$ cat src/rtl/fetch_pkg.sv
// ---------------------------------------------------------------------------
// fetch_pkg
// Shared definitions for the ROM fetch unit:
//   - fetch_state_e : fetch FSM state encoding
//   - OP_*          : opcodes that carry a one-byte operand
//   - is_two_byte() : returns 1 when an opcode is followed by an operand byte
// ---------------------------------------------------------------------------
package fetch_pkg;

  typedef enum logic [2:0] {
    REQ_OP,
    CAP_OP,
    CAP_OPD,
    PRESENT,
    FAULT
  } fetch_state_e;

  localparam logic [7:0] OP_LDAA_IMM = 8'h86;
  localparam logic [7:0] OP_ADDA_IMM = 8'h8B;
  localparam logic [7:0] OP_LDAA_DIR = 8'h96;
  localparam logic [7:0] OP_STAA_DIR = 8'h97;
  localparam logic [7:0] OP_BRA      = 8'h20;

  // Every opcode not listed here is a single-byte instruction.
  function automatic logic is_two_byte(input logic [7:0] opcode);
    case (opcode)
      OP_LDAA_IMM,
      OP_ADDA_IMM,
      OP_LDAA_DIR,
      OP_STAA_DIR,
      OP_BRA:   return 1'b1;
      default:  return 1'b0;
    endcase
  endfunction

endpackage

$ cat src/rtl/fetch_len_decode.sv
// ---------------------------------------------------------------------------
// fetch_len_decode
// Combinational opcode-to-length decoder used when the opcode byte is
// captured from the ROM.
// Ports:
//   i_opcode  in   8  opcode byte straight from the ROM read data
//   o_len     out  1  0 = 1-byte instruction, 1 = 2-byte instruction
// ---------------------------------------------------------------------------
module fetch_len_decode
  import fetch_pkg::*;
(
  input  logic [7:0] i_opcode,
  output logic       o_len
);

  assign o_len = is_two_byte(i_opcode);

endmodule

$ cat src/rtl/rom_fetch_unit.sv
// ---------------------------------------------------------------------------
// rom_fetch_unit
// Read-side initiator for the 128x8 program ROM. Walks the program counter,
// captures the ROM's registered read data, assembles 1- or 2-byte
// instructions and hands them downstream on a valid/ready handshake.
// Branch redirects reload the PC; fetches beyond the ROM raise a sticky
// fault that only a redirect or reset clears.
//
// Optional build macro: FETCH_PERF_CNT_EN adds the instr_count port and a
// saturating counter of accepted instructions.
//
// Ports:
//   clk             in   1       rising-edge clock
//   rst_n           in   1       synchronous active-low reset
//   rom_address     out  ADDR_W  registered ROM read address
//   rom_data_in     in   DATA_W  ROM data, one cycle after rom_address
//   instr_valid     out  1       instruction bundle valid
//   instr_ready     in   1       downstream accepts bundle
//   instr_opcode    out  DATA_W  opcode byte
//   instr_operand   out  DATA_W  operand byte (0 for 1-byte instructions)
//   instr_pc        out  ADDR_W  address of the opcode
//   instr_len       out  1       0 = 1 byte, 1 = 2 bytes
//   redirect_valid  in   1       load a new PC
//   redirect_addr   in   ADDR_W  redirect target
//   fetch_fault     out  1       sticky out-of-range fetch flag
//   instr_count     out  16      accepted-instruction count (macro only)
// ---------------------------------------------------------------------------
module rom_fetch_unit
  import fetch_pkg::*;
#(
  parameter int                ADDR_W    = 8,
  parameter int                DATA_W    = 8,
  parameter int                ROM_DEPTH = 128,
  parameter logic [ADDR_W-1:0] RESET_PC  = '0
) (
  input  logic              clk,
  input  logic              rst_n,
  output logic [ADDR_W-1:0] rom_address,
  input  logic [DATA_W-1:0] rom_data_in,
  output logic              instr_valid,
  input  logic              instr_ready,
  output logic [DATA_W-1:0] instr_opcode,
  output logic [DATA_W-1:0] instr_operand,
  output logic [ADDR_W-1:0] instr_pc,
  output logic              instr_len,
  input  logic              redirect_valid,
  input  logic [ADDR_W-1:0] redirect_addr,
  output logic              fetch_fault
`ifdef FETCH_PERF_CNT_EN
  ,
  output logic [15:0]       instr_count
`endif
);

  localparam logic [ADDR_W:0] DEPTH_WIDE = (ADDR_W+1)'(ROM_DEPTH);

  fetch_state_e      r_state;
  logic [ADDR_W-1:0] r_pc;
  logic [ADDR_W-1:0] r_rom_address;
  logic [ADDR_W-1:0] r_instr_pc;
  logic [DATA_W-1:0] r_instr_opcode;
  logic [DATA_W-1:0] r_instr_operand;
  logic              r_instr_valid;
  logic              r_instr_len;
  logic              r_fetch_fault;

  logic              w_two_byte;
  logic              w_handshake;
  logic [ADDR_W:0]   w_pc_wide;
  logic              w_pc_out_of_range;
  logic              w_opd_out_of_range;
  logic [ADDR_W-1:0] w_pc_plus1;
  logic [ADDR_W-1:0] w_pc_next;

  fetch_len_decode u_len_decode (
    .i_opcode (rom_data_in[7:0]),
    .o_len    (w_two_byte)
  );

  // Range checks use one extra bit so pc+1 never wraps back into range.
  assign w_pc_wide          = {1'b0, r_pc};
  assign w_pc_out_of_range  = (w_pc_wide >= DEPTH_WIDE);
  assign w_opd_out_of_range = ((w_pc_wide + (ADDR_W+1)'(1)) >= DEPTH_WIDE);

  // Sequential PC arithmetic wraps modulo 2^ADDR_W.
  assign w_pc_plus1  = r_pc + ADDR_W'(1);
  assign w_pc_next   = r_pc + ADDR_W'(1) + ADDR_W'(r_instr_len);
  assign w_handshake = r_instr_valid & instr_ready;

  // Fetch FSM. rom_address already equals pc on entry to REQ_OP, so the ROM
  // samples the opcode address there; the operand address is then issued
  // speculatively so its data lines up with CAP_OPD. Redirect outranks
  // everything, including a handshake in the same cycle.
  always_ff @(posedge clk) begin
    if (!rst_n) begin
      r_state         <= REQ_OP;
      r_pc            <= RESET_PC;
      r_rom_address   <= RESET_PC;
      r_instr_valid   <= 1'b0;
      r_instr_opcode  <= '0;
      r_instr_operand <= '0;
      r_instr_pc      <= '0;
      r_instr_len     <= 1'b0;
      r_fetch_fault   <= 1'b0;
    end else if (redirect_valid) begin
      r_pc          <= redirect_addr;
      r_rom_address <= redirect_addr;
      r_instr_valid <= 1'b0;
      r_fetch_fault <= 1'b0;
      r_state       <= REQ_OP;
    end else begin
      case (r_state)
        REQ_OP: begin
          if (w_pc_out_of_range) begin
            r_fetch_fault <= 1'b1;
            r_state       <= FAULT;
          end else begin
            r_rom_address <= w_pc_plus1;
            r_state       <= CAP_OP;
          end
        end
        CAP_OP: begin
          r_instr_opcode <= rom_data_in;
          r_instr_pc     <= r_pc;
          r_instr_len    <= w_two_byte;
          if (!w_two_byte) begin
            r_instr_operand <= '0;
            r_instr_valid   <= 1'b1;
            r_state         <= PRESENT;
          end else if (w_opd_out_of_range) begin
            r_fetch_fault <= 1'b1;
            r_state       <= FAULT;
          end else begin
            r_state <= CAP_OPD;
          end
        end
        CAP_OPD: begin
          r_instr_operand <= rom_data_in;
          r_instr_valid   <= 1'b1;
          r_state         <= PRESENT;
        end
        PRESENT: begin
          if (w_handshake) begin
            r_pc          <= w_pc_next;
            r_rom_address <= w_pc_next;
            r_instr_valid <= 1'b0;
            r_state       <= REQ_OP;
          end
        end
        FAULT: begin
          r_fetch_fault <= 1'b1;
          r_instr_valid <= 1'b0;
        end
        default: r_state <= REQ_OP;
      endcase
    end
  end

`ifdef FETCH_PERF_CNT_EN
  logic [15:0] r_instr_count;

  // Counts accepted bundles (a handshake coinciding with a redirect still
  // counts); saturates instead of wrapping and ignores redirects.
  always_ff @(posedge clk) begin
    if (!rst_n) begin
      r_instr_count <= '0;
    end else if (w_handshake && (r_instr_count != 16'hFFFF)) begin
      r_instr_count <= r_instr_count + 16'd1;
    end
  end

  assign instr_count = r_instr_count;
`endif

  assign rom_address   = r_rom_address;
  assign instr_valid   = r_instr_valid;
  assign instr_opcode  = r_instr_opcode;
  assign instr_operand = r_instr_operand;
  assign instr_pc      = r_instr_pc;
  assign instr_len     = r_instr_len;
  assign fetch_fault   = r_fetch_fault;

endmodule
$ cat config.mk
export PLATFORM = sky130hd
export DESIGN_NAME = rom_fetch_unit
export DESIGN_NICKNAME = d
export VERILOG_FILES = /design/src/rtl/fetch_pkg.sv /design/src/rtl/fetch_len_decode.sv /design/src/rtl/rom_fetch_unit.sv
export SDC_FILE = /design/constraint.sdc
export NUM_CORES = 1
export LEC_CHECK = 0
export CAP_MARGIN = 10
export CORE_MARGIN = 2
export CORE_UTILIZATION = 46
export CTS_CLUSTER_DIAMETER = 150
export DETAILED_ROUTE_END_ITERATION = 10
export GPL_TIMING_DRIVEN = 0
export PLACE_DENSITY = 0.79
export SLEW_MARGIN = 30
export SYNTH_ARGS = -nofsm -noshare
export SYNTH_HDL_FRONTEND = slang
export SYNTH_SLANG_ARGS = --single-unit
$ cat constraint.sdc
create_clock -name clk -period 2.1 [get_ports clk]
set_input_delay 0.21 -clock clk [delete_from_list [all_inputs] [get_ports clk]]
set_output_delay 0.21 -clock clk [all_outputs]
set_load 0.02 [all_outputs]
* Word level (Yosys, flattened, before mapping)
Index checks and enable logic that the tools add are counted.
** Storage, ports and cells
- Register bits :: 46
- Output and inout port bits :: 35
** Operators by class
- Add/sub/neg operators :: 3
- Magnitude comparators :: 2
- Equal/unequal tests :: 16
- Muxes and demuxes :: 21
- Bitwise logic cells :: 4
- Reductions and logical operators :: 16
** Operators by type and width (number)
- $mux W8 :: 6
- $eq A8 B8 Y1 const B :: 4
- $pmux W8 S2 :: 2
- $pmux W3 S5 :: 1
- $mux W3 :: 4
- $ne A2 B2 Y1 const B :: 5
- $add A8 B1 Y9 const B :: 1
- $ge A9 B8 Y1 const B :: 1
- $reduce_and A3 Y1 :: 3
- $add A8 B1 Y8 :: 1
- $add A8 B1 Y8 const B :: 1
- $eq A8 B6 Y1 const B :: 1
- $ge A8 B8 Y1 const B :: 1
- $eq A3 B2 Y1 const B :: 2
- $mux W1 :: 6
- $ne A3 B3 Y1 const B :: 2
- $reduce_and A2 Y1 :: 3
- $reduce_bool A2 Y1 :: 3
- $reduce_bool A3 Y1 :: 2
- $reduce_or A5 Y1 :: 1
- $pmux W1 S4 :: 1
- $reduce_and A4 Y1 :: 1
- $reduce_bool A4 Y1 :: 1
- $eq A3 B1 Y1 const B :: 1
- 6 further kinds :: 8

* Longest topological paths before layout
- Word-level depth :: 5
- Depth in mapped cells :: 9
- Gate-level depth less buffers :: 8

* Cells and area by module
A second synthesis with hierarchy kept.
** Unflattened totals
- Cell total of the unflattened synthesis :: 327
- Area total of the unflattened synthesis :: 2576.2 sq um
** Modules (own cells, without submodules)
- rom_fetch_unit :: times used 1, cells an instance 318, area each 2504.9 sq um
- fetch_len_decode :: times used 1, cells an instance 9, area each 71.3 sq um

* Worst setup path after synthesis
No wires, ideal clock.
- Path kind :: register -> register
- Start :: register r_pc[0]
- End :: register r_rom_address[4] (netlist: rom_address[4])
- Arrival :: 1967 ps
- Setup slack :: 8 ps
- Stages on the path, launching flop included :: 10
- Buffers on the path :: 1
- Clock period less this slack :: 2092 ps
- Cells stage by stage :: dfxtp_1 -> buf_2 -> inv_1 -> ha_1 -> ha_1 -> nand4b_1 -> or4_1 -> nand4_1 -> mux2i_1 -> nor3_1
** On the way
- Longest elaborated chain between the ends :: 5
** RTL lines
- start: declaration :: RTL line rom_fetch_unit.sv:58 : logic [ADDR_W-1:0] r_pc;
- start signal: assignment :: RTL line rom_fetch_unit.sv:106 : r_pc <= redirect_addr;
- start signal: assignment :: RTL line rom_fetch_unit.sv:144 : r_pc <= w_pc_next;
- $add A8 B1 Y8 :: RTL line rom_fetch_unit.sv:86, rom_fetch_unit.sv:87
- $add A8 B1 Y8 :: RTL line rom_fetch_unit.sv:87 : assign w_pc_next = r_pc + ADDR_W'(1) + ADDR_W'(r_instr_len);
- $mux W8 :: RTL line rom_fetch_unit.sv:143 : if (w_handshake) begin
- $pmux W8 S2 :: RTL line rom_fetch_unit.sv:112 : case (r_state)
- $mux W8 :: RTL line rom_fetch_unit.sv:105 : end else if (redirect_valid) begin
- end signal: assignment :: RTL line rom_fetch_unit.sv:107 : r_rom_address <= redirect_addr;
- end signal: assignment :: RTL line rom_fetch_unit.sv:118 : r_rom_address <= w_pc_plus1;
- end signal: assignment :: RTL line rom_fetch_unit.sv:145 : r_rom_address <= w_pc_next;
- end: declaration :: RTL line rom_fetch_unit.sv:59 : logic [ADDR_W-1:0] r_rom_address;
Several ways; a longest one is shown, not always the timed one. The select of a mux whose other input is x is not followed.
A chain may end at the register's enable or synchronous reset.

* Worst setup path in the final report
- Start :: register r_pc[1]
- End :: register r_pc[4]
** On the way
- Longest elaborated chain between the ends :: 5
** RTL lines (RTL line)
- $add A8 B1 Y8 (2 in a row) :: rom_fetch_unit.sv:87
- $mux W8 :: rom_fetch_unit.sv:143
- $mux W8 :: rom_fetch_unit.sv:112
- $mux W8 :: rom_fetch_unit.sv:105
No other way between the ends. The select of a mux whose other input is x is not followed.

==> impl_metrics.py <==
metrics = {
    "drt": {
        "wl_per_cell_microns": 16.2,
        "drt_first_pass_iters": 6,
        "wirelength_microns": 7450,
        "viasPerCell": 5.70,
        "num_vias": 2621,
        "drt_iter0_drc": 149,
        "drcViolationCount": 0,
        "ant_nets": 0,
    },
    "synth": {
        "netlist_instances": 321,
        "ys_types": 55,
        "synth_most_common_cell": "nand2_1",
        "synth_area_sq_um": 2560,
        "synthArstFlopShare_pct": 0,
        "synth-edff-count": 0,
        "ys_seq_area_share_pct": 36.0,
        "yosys.area.top_type": "dfxtp_1",
        "avgSynthCellArea_sq_um": 7.96,
        "ys_top_cells_by_area": "dfxtp_1 36%, nand2_1 10%, a21oi_1 6.3%, mux2i_1 5.5%, xnor2_1 2.7%",
        "synth_ff_type": "dfxtp_1",
        "synth_seq_cells": 46,
        "ys_warn_count": 0,
        "synth_common_cells": "71 x nand2_1, 46 x dfxtp_1, 32 x a21oi_1",
        "synth.top_cell.area_share_pct": 36.0,
        "syn-num-nets": 345,
    },
    "timing": {
        "fin_ws_ns": -0.0556,
        "hold_ws_ns": 0.405,
        "rsz0062_at_grt": "yes",
        "worstMarginPinSlew_ns": 0.822,
        "finalSetupViolations": 1,
        "hold_viol_final": 0,
        "clock_skew_ns": 0.00482,
        "slew_headroom_pct": 44.7,
        "fin_crit_sh_pct": 103,
        "clock.fmax_mhz": 464,
        "slew_violations": 0,
        "period_needed_ns": 2.16,
    },
    "worst_hold_path": {
        "holdPathEnd": "instr_operand[7]$_SDFFE_PN0P_",
        "hold_path.class": "in -> reg",
        "min_from": "rst_n",
        "whs_path_depth": 3,
    },
    "critical_path": {
        "worstPathRequired_ns": 2.27,
        "r2r_end": "r_pc[4]$_SDFFE_PN0P_",
        "start_kind": "flop",
        "critPathBufInv": 3,
        "max_stage_delay_ns": 0.56,
        "arrival_ns": 2.33,
        "cp_max_fo": 4,
        "rr_startpoint": "r_pc[1]$_SDFFE_PN0P_",
        "slowest_stage": "a311oi_1",
        "cp_top_family": "compound AO/OA/AOI/OAI gates",
        "end_kind": "flop",
        "r2r_setup_slack_ns": -0.06,
        "rr_worst_depth": 9,
        "path_class": "reg -> reg",
        "critical_path_depth": 9,
        "crit_top_cell": "ha_4",
        "crit_path_cell_trace": "buf_6, inv_1, ha_4, ha_4, buf_4, o2111ai_1, a311oi_1, xnor2_1, a21oi_1",
    },
    "layout": {
        "syn_to_final_growth_pct": 34.5,
        "finalInstanceArea_sq_um": 3440,
        "num_antenna_cells": 0,
        "fin_nets": 411,
        "drive_gt1_share_pct": 11.9,
        "utilization_pct": 63.2,
        "fin_cells": 460,
        "fill_cells": 475,
    },
    "global_route": {
        "grt_pass1_wl_microns": 11700,
        "track_usage_pct": 23.8,
        "grt_pass1_vias": 2453,
        "antenna_found_initial": 0,
        "grt-ovfl-total": 0,
        "grt_max_degree": 14,
    },
    "cts": {
        "ctsRootBufferMaster": "clkbuf_8",
        "clock_sinks": 46,
        "cts.clk_slew.worst_paths_ns": 0.08,
        "clockBufferDepth": 2,
        "hold_buffers": 0,
        "cts.htree.levels": 2,
        "cts_made_buffers": 5,
        "clkLatencyLatePin_ns": 0.30,
        "cts_tree": "done",
    },
    "flow_run": {
        "maxCapViolCount": 0,
    },
    "floorplanning": {
        "die_y_microns": 78.5,
        "coreArea_sq_um": 5440,
        "die_area_sq_um": 6170,
        "rows": 27,
        "io_pins": 55,
        "die_w_microns": 78.5,
        "initial_utilization_pct": 47.0,
    },
    "placed_design": {
        "hpwlAfterDp_microns": 5100,
        "dp.cells": 446,
        "dpl_cell_area_sq_um": 3180,
        "port_buffers": 53,
        "place_congestion": 0.940,
    },
    "power_and_ir_drop": {
        "peakVddDrop_mv": 0.381,
        "power.total_uw": 1920,
        "powerDensity_nw_per_um2": 559,
        "power.leakage_uw": 0.00117,
    },
    "run_status": {
        "violations": "negative setup slack",
        "status": "finished, violations left",
    },
}
==> through the flow <==
stage | setup WS, ns | TNS [ns]
2_1_floorplan | 0.00784 | 0
3_3_place_gp | -0.266 | -2.68
3_5_place_dp | -0.352 | -3.53
4_1_cts | 0.00289 | 0
5_1_grt | -0.0832 | -0.224
6_report | -0.0556 | -0.0556
==> report_power, final <==
group	total [uW]	switching (uW)	internal [uW]
Sequential	933	24.7	909
Combinational	426	239	187
Clock	561	296	266
==> sequential cells by signal (all words and copies together) (netlist names) <==
register and cells:
r_state 3, r_pc 8, rom_address 8, instr_opcode 8, instr_operand 8, fetch_fault 1, instr_valid 1, instr_pc 8
instr_len 1
==> metal layers <==
| layer | track usage, % | vias to the layer above | routed length (microns) |
|---|---|---|---|
| met2 | 38.1 | 99 | 3580 |
| met4 | 10.0 | 0 | 206 |
| met5 | 0 | - | 0 |
| met1 | 30.9 | 1223 | 3200 |
| li1 | - | 1278 | - |
| met3 | 5.06 | 21 | 455 |
==> how the worst max path moves through the flow <==
| stage | endpoint | startpoint |
|---|---|---|
| floorplan | rom_address[4]$_SDFFE_PN0P_ | r_pc[0]$_SDFFE_PN0P_ |
| global placement | instr_operand[7]$_SDFFE_PN0P_ | rom_data_in[4] |
| detailed placement | instr_operand[0]$_SDFFE_PN0P_ | rom_data_in[4] |
| CTS | rom_address[7]$_SDFFE_PN0P_ | r_pc[0]$_SDFFE_PN0P_ |
| global route | rom_address[4]$_SDFFE_PN0P_ | r_pc[1]$_SDFFE_PN0P_ |
| finish | r_pc[4]$_SDFFE_PN0P_ | r_pc[1]$_SDFFE_PN0P_ |
==> worst reg2reg max path, cell delays in order, from the launching register on <==
cell	delay (ns)
dfxtp_2	0.34
buf_6	0.09
inv_1	0.06
ha_4	0.28
ha_4	0.13
buf_4	0.13
o2111ai_1	0.17
a311oi_1	0.56
xnor2_1	0.18
a21oi_1	0.08
==> layout make-up <==
cell class / count / area, sq um / area share, %
Multi-Input combinational cell: 240 / 1580 / 45.9
Tap cell: 72 / 90.1 / 2.62
Sequential cell: 46 / 923 / 26.9
Inverter: 12 / 47.5 / 1.38
Clock inverter: 1 / 5.00 / 0.146
Timing Repair Buffer: 59 / 588 / 17.1
Buffer: 23 / 120 / 3.49
Clock buffer: 7 / 86.3 / 2.51
==> timing repair <==
item	CTS	global route
resized for setup	14	13
pin swaps	2	9
setup endpoints to repair	15	28
cloned	0	0
hold endpoints to repair	0	0
setup buffers	2	4
==> layout by cell type (no fill, tap or decap), types with 3 or more instances in the layout <==
master / n
a21oi_1: 31
buf_4: 7
clkbuf_8: 6
a211oi_1: 5
clkbuf_1: 13
inv_1: 11
nand3_1: 5
nor2_1: 8
or3_1: 7
mux2i_1: 14
dfxtp_1: 44
nor3_1: 3
buf_2: 5
o21ai_0: 11
a211o_1: 3
xnor2_1: 7
nand2_1: 71
clkdlybuf4s50_1: 53
nand2b_1: 3
xor2_1: 5
nand4_1: 5
o211ai_1: 3
nor4_1: 3
==> cells by family (layout without fill, tap and decap cells) <==
group           after synthesis  count (layout)  synth area share [%]
fa+ha+maj                     4               4                  1.96
xor+xnor                     13              13                  4.45
mux                          14              14                  5.48
compound gates               82              82                  22.0
flops                        46              46                  36.0
simple gates                127             127                  24.4
buf+inv                      35             102                  5.73
Note: power is estimated with default switching activity, not from simulation.
